## config.mk

```make
export PLATFORM = sky130hd
export DESIGN_NAME = tlut_matmul_engine
export DESIGN_NICKNAME = d
export VERILOG_FILES = /design/src/rtl/tlut_pkg.sv /design/src/rtl/tlut_adder_tree.sv /design/src/rtl/tlut_matmul_engine.sv
export SDC_FILE = /design/constraint.sdc
export NUM_CORES = 1
export LEC_CHECK = 0
export BUFFER_PORTS_ARGS = -buffer_cell sky130_fd_sc_hd__buf_4
export CAP_MARGIN = 20
export CORE_MARGIN = 2
export CORE_UTILIZATION = 50
export DETAILED_ROUTE_END_ITERATION = 7
export GPL_ROUTABILITY_DRIVEN = 0
export PLACE_DENSITY = 0.7
export SKIP_CTS_REPAIR_TIMING = 1
export SLEW_MARGIN = 20
export SYNTH_ARGS = -nofsm -noshare
export SYNTH_HDL_FRONTEND = slang
export SYNTH_SLANG_ARGS = --single-unit
```

## constraint.sdc

```tcl
create_clock -name clk -period 13.24 [get_ports clk]
set_clock_uncertainty 0.15 [all_clocks]
set_input_delay 0.662 -clock clk [delete_from_list [all_inputs] [get_ports clk]]
set_output_delay 0.662 -clock clk [all_outputs]
set_load 0.02 [all_outputs]
```

## src/rtl/tlut_pkg.sv

```systemverilog
// Shared types and helpers for the temporal-LUT matrix multiply engine.
package tlut_pkg;

  // Engine control states; IDLE accepts operands, SWEEP walks the
  // unary time axis, DONE presents the result until it is consumed.
  typedef enum logic [1:0] {
    IDLE  = 2'd0,
    SWEEP = 2'd1,
    DONE  = 2'd2
  } tlut_state_e;

  // Width of one per-cycle partial sum: K masked inputs of iw bits each.
  function automatic int psum_width(input int iw, input int k);
    return iw + $clog2(k);
  endfunction

endpackage

```

## src/rtl/tlut_adder_tree.sv

```systemverilog
// Combinational reduction of K masked A elements into one partial sum.
module tlut_adder_tree
  import tlut_pkg::*;
#(
  parameter int K           = 3,
  parameter int INPUT_WIDTH = 4
) (
  input  logic [K-1:0][INPUT_WIDTH-1:0]             operands,
  output logic [psum_width(INPUT_WIDTH, K)-1:0]     sum
);

  localparam int PW = psum_width(INPUT_WIDTH, K);

  // Sum all operands at full partial-sum width so nothing is truncated.
  always_comb begin
    sum = '0;
    for (int k = 0; k < K; k++) begin
      sum = sum + PW'(operands[k]);
    end
  end

endmodule

```

## src/rtl/tlut_matmul_engine.sv

```systemverilog
// Temporal-LUT matrix multiplier: P = A(MxK) * B(KxN), unsigned.
// Handshake: a side transfers on a rising clk edge when its valid and ready
// are both 1; in_ready is 1 only in IDLE, out_valid is 1 only in DONE, and
// the result stays stable until out_ready is seen in DONE.
module tlut_matmul_engine
  import tlut_pkg::*;
#(
  parameter int M            = 3,
  parameter int K            = 3,
  parameter int N            = 3,
  parameter int INPUT_WIDTH  = 4,
  parameter int WEIGHT_WIDTH = 4,
  parameter int ACC_WIDTH    = 8,
  parameter bit SATURATE     = 1'b1
) (
  input  logic                                   clk,
  input  logic                                   rst_n,
  input  logic                                   in_valid,
  output logic                                   in_ready,
  input  logic                                   acc_clear,
  input  logic [M*K-1:0][INPUT_WIDTH-1:0]        input_bin,
  input  logic [K*N-1:0][WEIGHT_WIDTH-1:0]       weight_bin,
  output logic                                   out_valid,
  input  logic                                   out_ready,
  output logic [M*N-1:0][ACC_WIDTH-1:0]          accumulated_mult,
  output logic                                   overflow,
  output tlut_state_e                            dbg_state
);

  localparam int PW = psum_width(INPUT_WIDTH, K);

  tlut_state_e                              state_q, state_d;
  logic [M*K-1:0][INPUT_WIDTH-1:0]          a_q;
  logic [K*N-1:0][WEIGHT_WIDTH-1:0]         b_q;
  logic [WEIGHT_WIDTH-1:0]                  wmax_q, wmax_d, t_q;
  logic [M*N-1:0][ACC_WIDTH-1:0]            acc_q, acc_step;
  logic [M*N-1:0]                           carry_vec;
  logic                                     ovf_q;

  // Largest weight decides how many sweep cycles are needed.
  always_comb begin
    wmax_d = '0;
    for (int i = 0; i < K*N; i++) begin
      if (weight_bin[i] > wmax_d) wmax_d = weight_bin[i];
    end
  end

  for (genvar m = 0; m < M; m++) begin : g_row
    for (genvar n = 0; n < N; n++) begin : g_col
      logic [K-1:0][INPUT_WIDTH-1:0] masked;
      logic [PW-1:0]                 psum;
      logic [ACC_WIDTH:0]            psum_ext, sum_ext;

      // A(m,k) contributes while the time index is below weight B(k,n).
      always_comb begin
        masked = '0;
        for (int k = 0; k < K; k++) begin
          masked[k] = (t_q < b_q[k*N+n]) ? a_q[m*K+k] : '0;
        end
      end

      tlut_adder_tree #(.K(K), .INPUT_WIDTH(INPUT_WIDTH)) u_tree (
        .operands (masked),
        .sum      (psum)
      );

      assign psum_ext = (ACC_WIDTH+1)'(psum);
      assign sum_ext  = {1'b0, acc_q[m*N+n]} + psum_ext;
      assign carry_vec[m*N+n] = sum_ext[ACC_WIDTH];
      assign acc_step[m*N+n]  = (sum_ext[ACC_WIDTH] && SATURATE) ? {ACC_WIDTH{1'b1}}
                                                                 : sum_ext[ACC_WIDTH-1:0];
    end
  end

  // State register.
  always_ff @(posedge clk or negedge rst_n) begin
    if (!rst_n) state_q <= IDLE;
    else        state_q <= state_d;
  end

  // Next-state and handshake outputs.
  always_comb begin
    state_d   = state_q;
    in_ready  = 1'b0;
    out_valid = 1'b0;
    unique case (state_q)
      IDLE: begin
        in_ready = 1'b1;
        if (in_valid) state_d = (wmax_d == '0) ? DONE : SWEEP;
      end
      SWEEP: begin
        if (t_q == wmax_q - 1'b1) state_d = DONE;
      end
      DONE: begin
        out_valid = 1'b1;
        if (out_ready) state_d = IDLE;
      end
      default: state_d = IDLE;
    endcase
  end

  // Operand latch on accept, accumulation and time step during the sweep.
  always_ff @(posedge clk or negedge rst_n) begin
    if (!rst_n) begin
      a_q    <= '0;
      b_q    <= '0;
      wmax_q <= '0;
      t_q    <= '0;
      acc_q  <= '0;
      ovf_q  <= 1'b0;
    end else begin
      case (state_q)
        IDLE: begin
          if (in_valid) begin
            a_q    <= input_bin;
            b_q    <= weight_bin;
            wmax_q <= wmax_d;
            t_q    <= '0;
            if (acc_clear) begin
              acc_q <= '0;
              ovf_q <= 1'b0;
            end
          end
        end
        SWEEP: begin
          acc_q <= acc_step;
          if (|carry_vec) ovf_q <= 1'b1;
          t_q   <= t_q + 1'b1;
        end
        default: ;
      endcase
    end
  end

  assign accumulated_mult = acc_q;
  assign overflow         = ovf_q;
  assign dbg_state        = state_q;

endmodule

```

Yosys cells after proc, flatten, opt, wreduce, memory -nomap -nowiden
Cells that the tools add are included.

Flip-flop bits (word level): 155.

Eq/ne operators: 8. $lt $le $gt $ge: 18. Reduce and logical (&&, ||, !) cells: 9. Multiplexer cells: 61. $add $sub $neg: 29.

Operators by type and width (number): 2-to-1 mux 4 bit (37); 2-to-1 mux 72 bit (2); case mux 72 bit (2 select lines) (1); adder 8 x 6 -> 9 bit (9); 2-to-1 mux 8 bit (9); adder 6 x 4 -> 6 bit (9); adder 4 x 4 -> 5 bit (9); < comparator 4 bit (9); > comparator 4 bit (8); inequality test 2 bit (second input constant) (5); OR reduction 9 bit (1); 2-to-1 mux 2 bit (4); case mux 4 bit (2 select lines) (1); case mux 2 bit (3 select lines) (1); AND reduction 3 bit (2); 2-to-1 mux 1 bit (5); adder 4 x 1 -> 4 bit (second input constant) (1); == test 4 bit (1); > comparator 4 x 1 -> 1 bit (second input constant) (1); logical NOT 4 bit (1); AND reduction 2 bit (2); AND reduction 4 bit (1); subtractor 4 x 1 -> 4 bit (second input constant) (1); == test 2 x 1 -> 1 bit (second input constant) (1); other kinds (4) (4).

Depth between registers and ports, before layout
Depth in word-level cells: 22. Mapped depth: 60. Depth with buffers taken out: 59.

By module
From an unflattened synthesis, not the netlist that was laid out.

Cell total of the unflattened synthesis: 1656. Area, all modules: 14116.0 µm².

By module, submodules not included: tlut_matmul_engine (times used 1, cells each 1353, sequential area each 3878.7 µm², area each 11383.4 µm²); tlut_adder_tree (g_row[0].g_col[0].u_tree ...) (times used 6, cells each 34, sequential area each 0.0 µm², area each 307.8 µm²); tlut_adder_tree (g_row[2].g_col[0].u_tree ...) (times used 3, cells each 33, sequential area each 0.0 µm², area each 295.3 µm²).

Least setup slack after synthesis
OpenSTA, ideal clock, no wires.

Kind: input-to-reg. Start: input port weight_bin[1] (netlist bit). End: register state_q[0], in the netlist dbg_state[0]. Slack: 1328 ps. Required time: 12971 ps. Arrival time: 11643 ps. Cell stages on the path: 54. Path through: inv_1 -> ha_1 -> and2b_1 -> o211a_1 -> o21ai_0 -> mux2i_1 -> ha_1 -> nor2b_1 -> o2bb2ai_1 -> o32ai_1 -> mux2_2 -> ha_1 -> inv_1 -> o41a_1 -> o221ai_1 -> mux2_2 -> ha_1 -> nor2_1 -> (+18 left out) -> mux2i_1 -> inv_1 -> ha_1 -> nor2_1 -> o211ai_1 -> and2b_1 -> a221o_2 -> a221oi_2 -> mux2_2 -> inv_1 -> ha_1 -> o21ai_0 -> nand2b_1 -> a21oi_1 -> a41o_1 -> mux2i_1 -> nand4_1 -> a21bo_1.

Cells in the longest elaborated chain, start to end: 22.

RTL lines: start, declared (RTL line tlut_matmul_engine.sv:22) `input logic [K*N-1:0][WEIGHT_WIDTH-1:0] weight_bin,`; > comparator 4 x 1 -> 1 bit (RTL line tlut_matmul_engine.sv:44) `if (weight_bin[i] > wmax_d) wmax_d = weight_bin[i];`; 2-to-1 mux 4 bit * (RTL line tlut_matmul_engine.sv:44); > comparator 4 bit (RTL line tlut_matmul_engine.sv:44); 2-to-1 mux 4 bit * (RTL line tlut_matmul_engine.sv:44); > comparator 4 bit (RTL line tlut_matmul_engine.sv:44); 2-to-1 mux 4 bit * (RTL line tlut_matmul_engine.sv:44); > comparator 4 bit (RTL line tlut_matmul_engine.sv:44); 2-to-1 mux 4 bit * (RTL line tlut_matmul_engine.sv:44); (+5 left out); 2-to-1 mux 4 bit * (RTL line tlut_matmul_engine.sv:44); > comparator 4 bit (RTL line tlut_matmul_engine.sv:44); 2-to-1 mux 4 bit * (RTL line tlut_matmul_engine.sv:44); > comparator 4 bit (RTL line tlut_matmul_engine.sv:44); 2-to-1 mux 4 bit * (RTL line tlut_matmul_engine.sv:44); logical NOT 4 bit * (RTL line tlut_matmul_engine.sv:89) `if (in_valid) state_d = (wmax_d == '0) ? DONE : SWEEP;`; 2-to-1 mux 2 bit * (2 in series) (RTL line tlut_matmul_engine.sv:89); case mux 2 bit (3 select lines) * (RTL line tlut_matmul_engine.sv:86) `unique case (state_q)`; end signal, assigned (RTL line tlut_matmul_engine.sv:78) `else state_q <= state_d;`; end, declared (RTL line tlut_matmul_engine.sv:32) `tlut_state_e state_q, state_d;`.

Mark *: on every way between the ends. The rest lies on a longest branch, timed or not. The select of a mux whose other input is x is not followed. A chain may end at the register's enable or synchronous reset.

Worst setup path in the final report
Same ends and word-level chain as after synthesis.

==> impl.org <==
** Setup path
- Critical-path top delay cell :: sky130_fd_sc_hd__o41a_1
- Crit path DAT :: 12510 ps
- Largest stage delay on the critical path :: 410 ps
- By instance count, the cell type seen most on the critical path is sky130_fd_sc_hd__ha_1.
- STA classifies the critical path startpoint as a primary input.
- The worst setup path is captured at a register.
- CP Max Fanout :: 5
- Worst setup path category :: primary input to register
- STA puts the critical path data required time at 13420 ps.

** Synth
- Sequential-to-total area share from yosys stat :: 0.287
- Post-Synthesis Cell Area :: 13500 um2
- Number of unique standard cell types used by synthesis :: 83
- Largest cells by area after synthesis :: sky130_fd_sc_hd__dfrtp_1 (29%), sky130_fd_sc_hd__ha_1 (16%), sky130_fd_sc_hd__nand2_1 (8.3%)
- Proportion of synthesized flip-flops having asynchronous set or reset :: 1.00
- The number of nets in the synthesized netlist is 1890.
- After synthesis the netlist holds a flip-flop and latch count of 155.
- Share of Yosys cell area claimed by the top area cell type :: 0.287
- Largest area contributor in the netlist :: sky130_fd_sc_hd__dfrtp_1
- In the synthesized netlist the dominant register cell turns out to be sky130_fd_sc_hd__dfrtp_1.
- Ys Warns :: 0
- Synthesized area per cell :: 8.39 um2
- Number of enable-type register cells in the synthesized netlist :: 0
- Syn Inst Count :: 1610

** Placed design
- Port Buffer Count :: 153
- Estimated wirelength of the detail-placed design :: 25300 um

** Route
- Wires add up to 33900 um.
- TritonRoute pass-1 iters :: 7
- Dividing the detail-routed via count by the number of cells gives 5.50.
- Total DRC errors in the routed layout :: 0
- Across all layers, the routed design uses 11.6k vias.
- Initial drt markers :: 792
- After detailed routing, the average wire length per cell comes to 16.1 um.
- Number of routed nets with antenna violations :: 0

** Floorplan
- Chip width :: 168 um
- For this design the top-level I/O count stands at 154.
- For this configuration, the core starts out at a cell density of 0.506.
- Core Box Area :: 26700 um2
- Full die area :: 28400 um2
- After floorplanning, the core was divided into 60 placement rows.
- Measured along the y axis, the die boundary spans 168 um.

** Clocking
- Number of H-tree levels :: 4
- TritonCTS clock tree :: done
- CTS max path bufs :: 2
- The number of clock buffers added by TritonCTS is 17.
- CTS root buffer :: sky130_fd_sc_hd__clkbuf_16
- Sinks on the clock net :: 155
- After clock tree synthesis, the clock-pin slew on the worst setup and hold paths is 70 ps.
- Clock latency on the worst-skew pair, taken at its later pin, is 440 ps.

** Timing
- Number of slew-limit violations in the final report :: 0
- Static timing analysis puts the maximum clock frequency at 0.0811 GHz.
- The final-report hold violation count was 4.
- Setup Viol. Count Final :: 0
- For the pin with the worst max-slew slack, the measured transition is 1030 ps.
- Post-Route Setup TNS :: 0 ps
- Hold timing on the final database bottoms out at a slack of -5.88 ps.
- In this run the tightest slew margin relative to its limit is 0.311.
- Tmin final :: 12330 ps
- Dividing the final minimum period by the clock period gives 0.931.
- Setup repair after global routing left no endpoint under its margin.

** Finish
- Total of fill cells in the finished design :: 2423
- The final layout contains 2025 nets.
- Compared with the post-synthesis result, the final layout area differs by 15.9%.
- In the final layout, the share of cells above drive strength 1 is 0.136.
- # diodes :: 0

** GRT
- The total overflow left after global routing is 0.
- The number of global-route vias before repair is 11.2k.
- Across every metal layer, demand over resource in global routing totals 0.241.
- The initial antenna violation count came to 0.
- The first global-routing pass estimated 55400 um of wire.
- Largest net degree at the start of global routing :: 96

** Outcome
- The run finished, with violations left.
- Violations in the final reports :: negative hold slack

** Worst hold path
- The min-delay analysis places its worst path in the category primary input to async pin.

** Run
- Across the run, the number of max-cap violations was 0.
-- path summary, 6_finish.rpt --
path,to,slack [ps],depth (start not counted),start
setup / recovery,dbg_state[0]$_DFFE_PN0P_,910,51,weight_bin[1]
hold / removal,accumulated_mult[60]$_DFFE_PN0P_,-6,1,rst_n
setup reg to reg,overflow$_DFFE_PN0P_,6670,26,t_q[1]$_DFFE_PN0P_
hold reg to reg,b_q[8]$_DFFE_PN0P_,330,2,b_q[8]$_DFFE_PN0P_
max in group asynchronous,b_q[34]$_DFFE_PN0P_,11170,3,rst_n
min in group clk,a_q[23]$_DFFE_PN0P_,260,3,input_bin[23]
-- synth_stat cells, drive strengths merged, types with 27 or more instances --
| cell type | count |
|---|---|
| nand2 | 300 |
| ha | 176 |
| dfrtp | 155 |
| o21ai | 148 |
| inv | 117 |
| and2 | 104 |
| a21oi | 103 |
| xnor2 | 69 |
| nor2 | 61 |
| a21o | 60 |
| clkbuf | 48 |
| nor2b | 44 |
| nand2b | 29 |
| fa | 27 |
-- placed cells by master (no fill, tap or decap), types with 27 or more instances in the layout --
cell,count
sky130_fd_sc_hd__a21oi_1,102
sky130_fd_sc_hd__nand2_1,299
sky130_fd_sc_hd__nor2_1,61
sky130_fd_sc_hd__nand2b_1,29
sky130_fd_sc_hd__fa_1,27
sky130_fd_sc_hd__inv_1,117
sky130_fd_sc_hd__buf_4,166
sky130_fd_sc_hd__o21ai_0,144
sky130_fd_sc_hd__dfrtp_1,155
sky130_fd_sc_hd__a21o_1,58
sky130_fd_sc_hd__ha_1,175
sky130_fd_sc_hd__xnor2_1,69
sky130_fd_sc_hd__and2_1,102
sky130_fd_sc_hd__nor2b_1,43
-- layer usage --
layer,GRT usage,share of wire,up-vias
met5,0,0,-
met4,0.0708,0.016,0
met3,0.0378,0.055,35
met2,0.393,0.46,296
met1,0.332,0.47,5478
li1,-,-,5741
-- registers in the layout, indices dropped and copies added, names as in the netlist --
| name | count |
|---|---|
| b_q | 36 |
| a_q | 36 |
| overflow | 1 |
| wmax_q | 4 |
| dbg_state | 2 |
| t_q | 4 |
| accumulated_mult | 72 |
-- cells by family after synthesis --
kind of cell | synth area share
DFF | 0.287
adders and majority gates | 0.204
AOI/OAI and AO/OA | 0.185
and+or+nand+nor | 0.202
xor gates and xnor gates | 0.0590
muxes | 0.0141
buffers and inverters | 0.0493
-- final cells by class --
| class | instances | area, um2 | share of cell area |
|---|---|---|---|
| tap | 341 | 427 | 0.0272 |
| multi-input combinational | 1287 | 9000 | 0.575 |
| timing repair buffer | 167 | 1260 | 0.0803 |
| clock buffer | 21 | 470 | 0.0300 |
| clock inverter | 11 | 190 | 0.0121 |
| sequential | 155 | 3880 | 0.248 |
| inverter | 117 | 439 | 0.0280 |
-- worst max-delay path, delay by kind of cell --
kind            cells  cell delay [ps]
compound gates     17             4340
fa+ha+maj           9             2790
mux                 8             2780
simple gates       12             1540
buf+inv             5              370
-- metrics by stage --
stage	util	area [um2]	hold slack, ps	setup WS [ps]	std cells
floorplan	-	13500	216	1330	1610
global placement	0.560	15000	313	535	2067
detailed placement	0.560	15000	317	132	2067
CTS	0.585	15600	-1.12	551	2099
global route	0.586	15700	16.2	9.57	2099
finish	0.586	15700	-5.88	908	2099
Power is left out: the tool's default activity adds up to more than one toggle a clock period on the data nets, which glitch-free logic cannot reach.
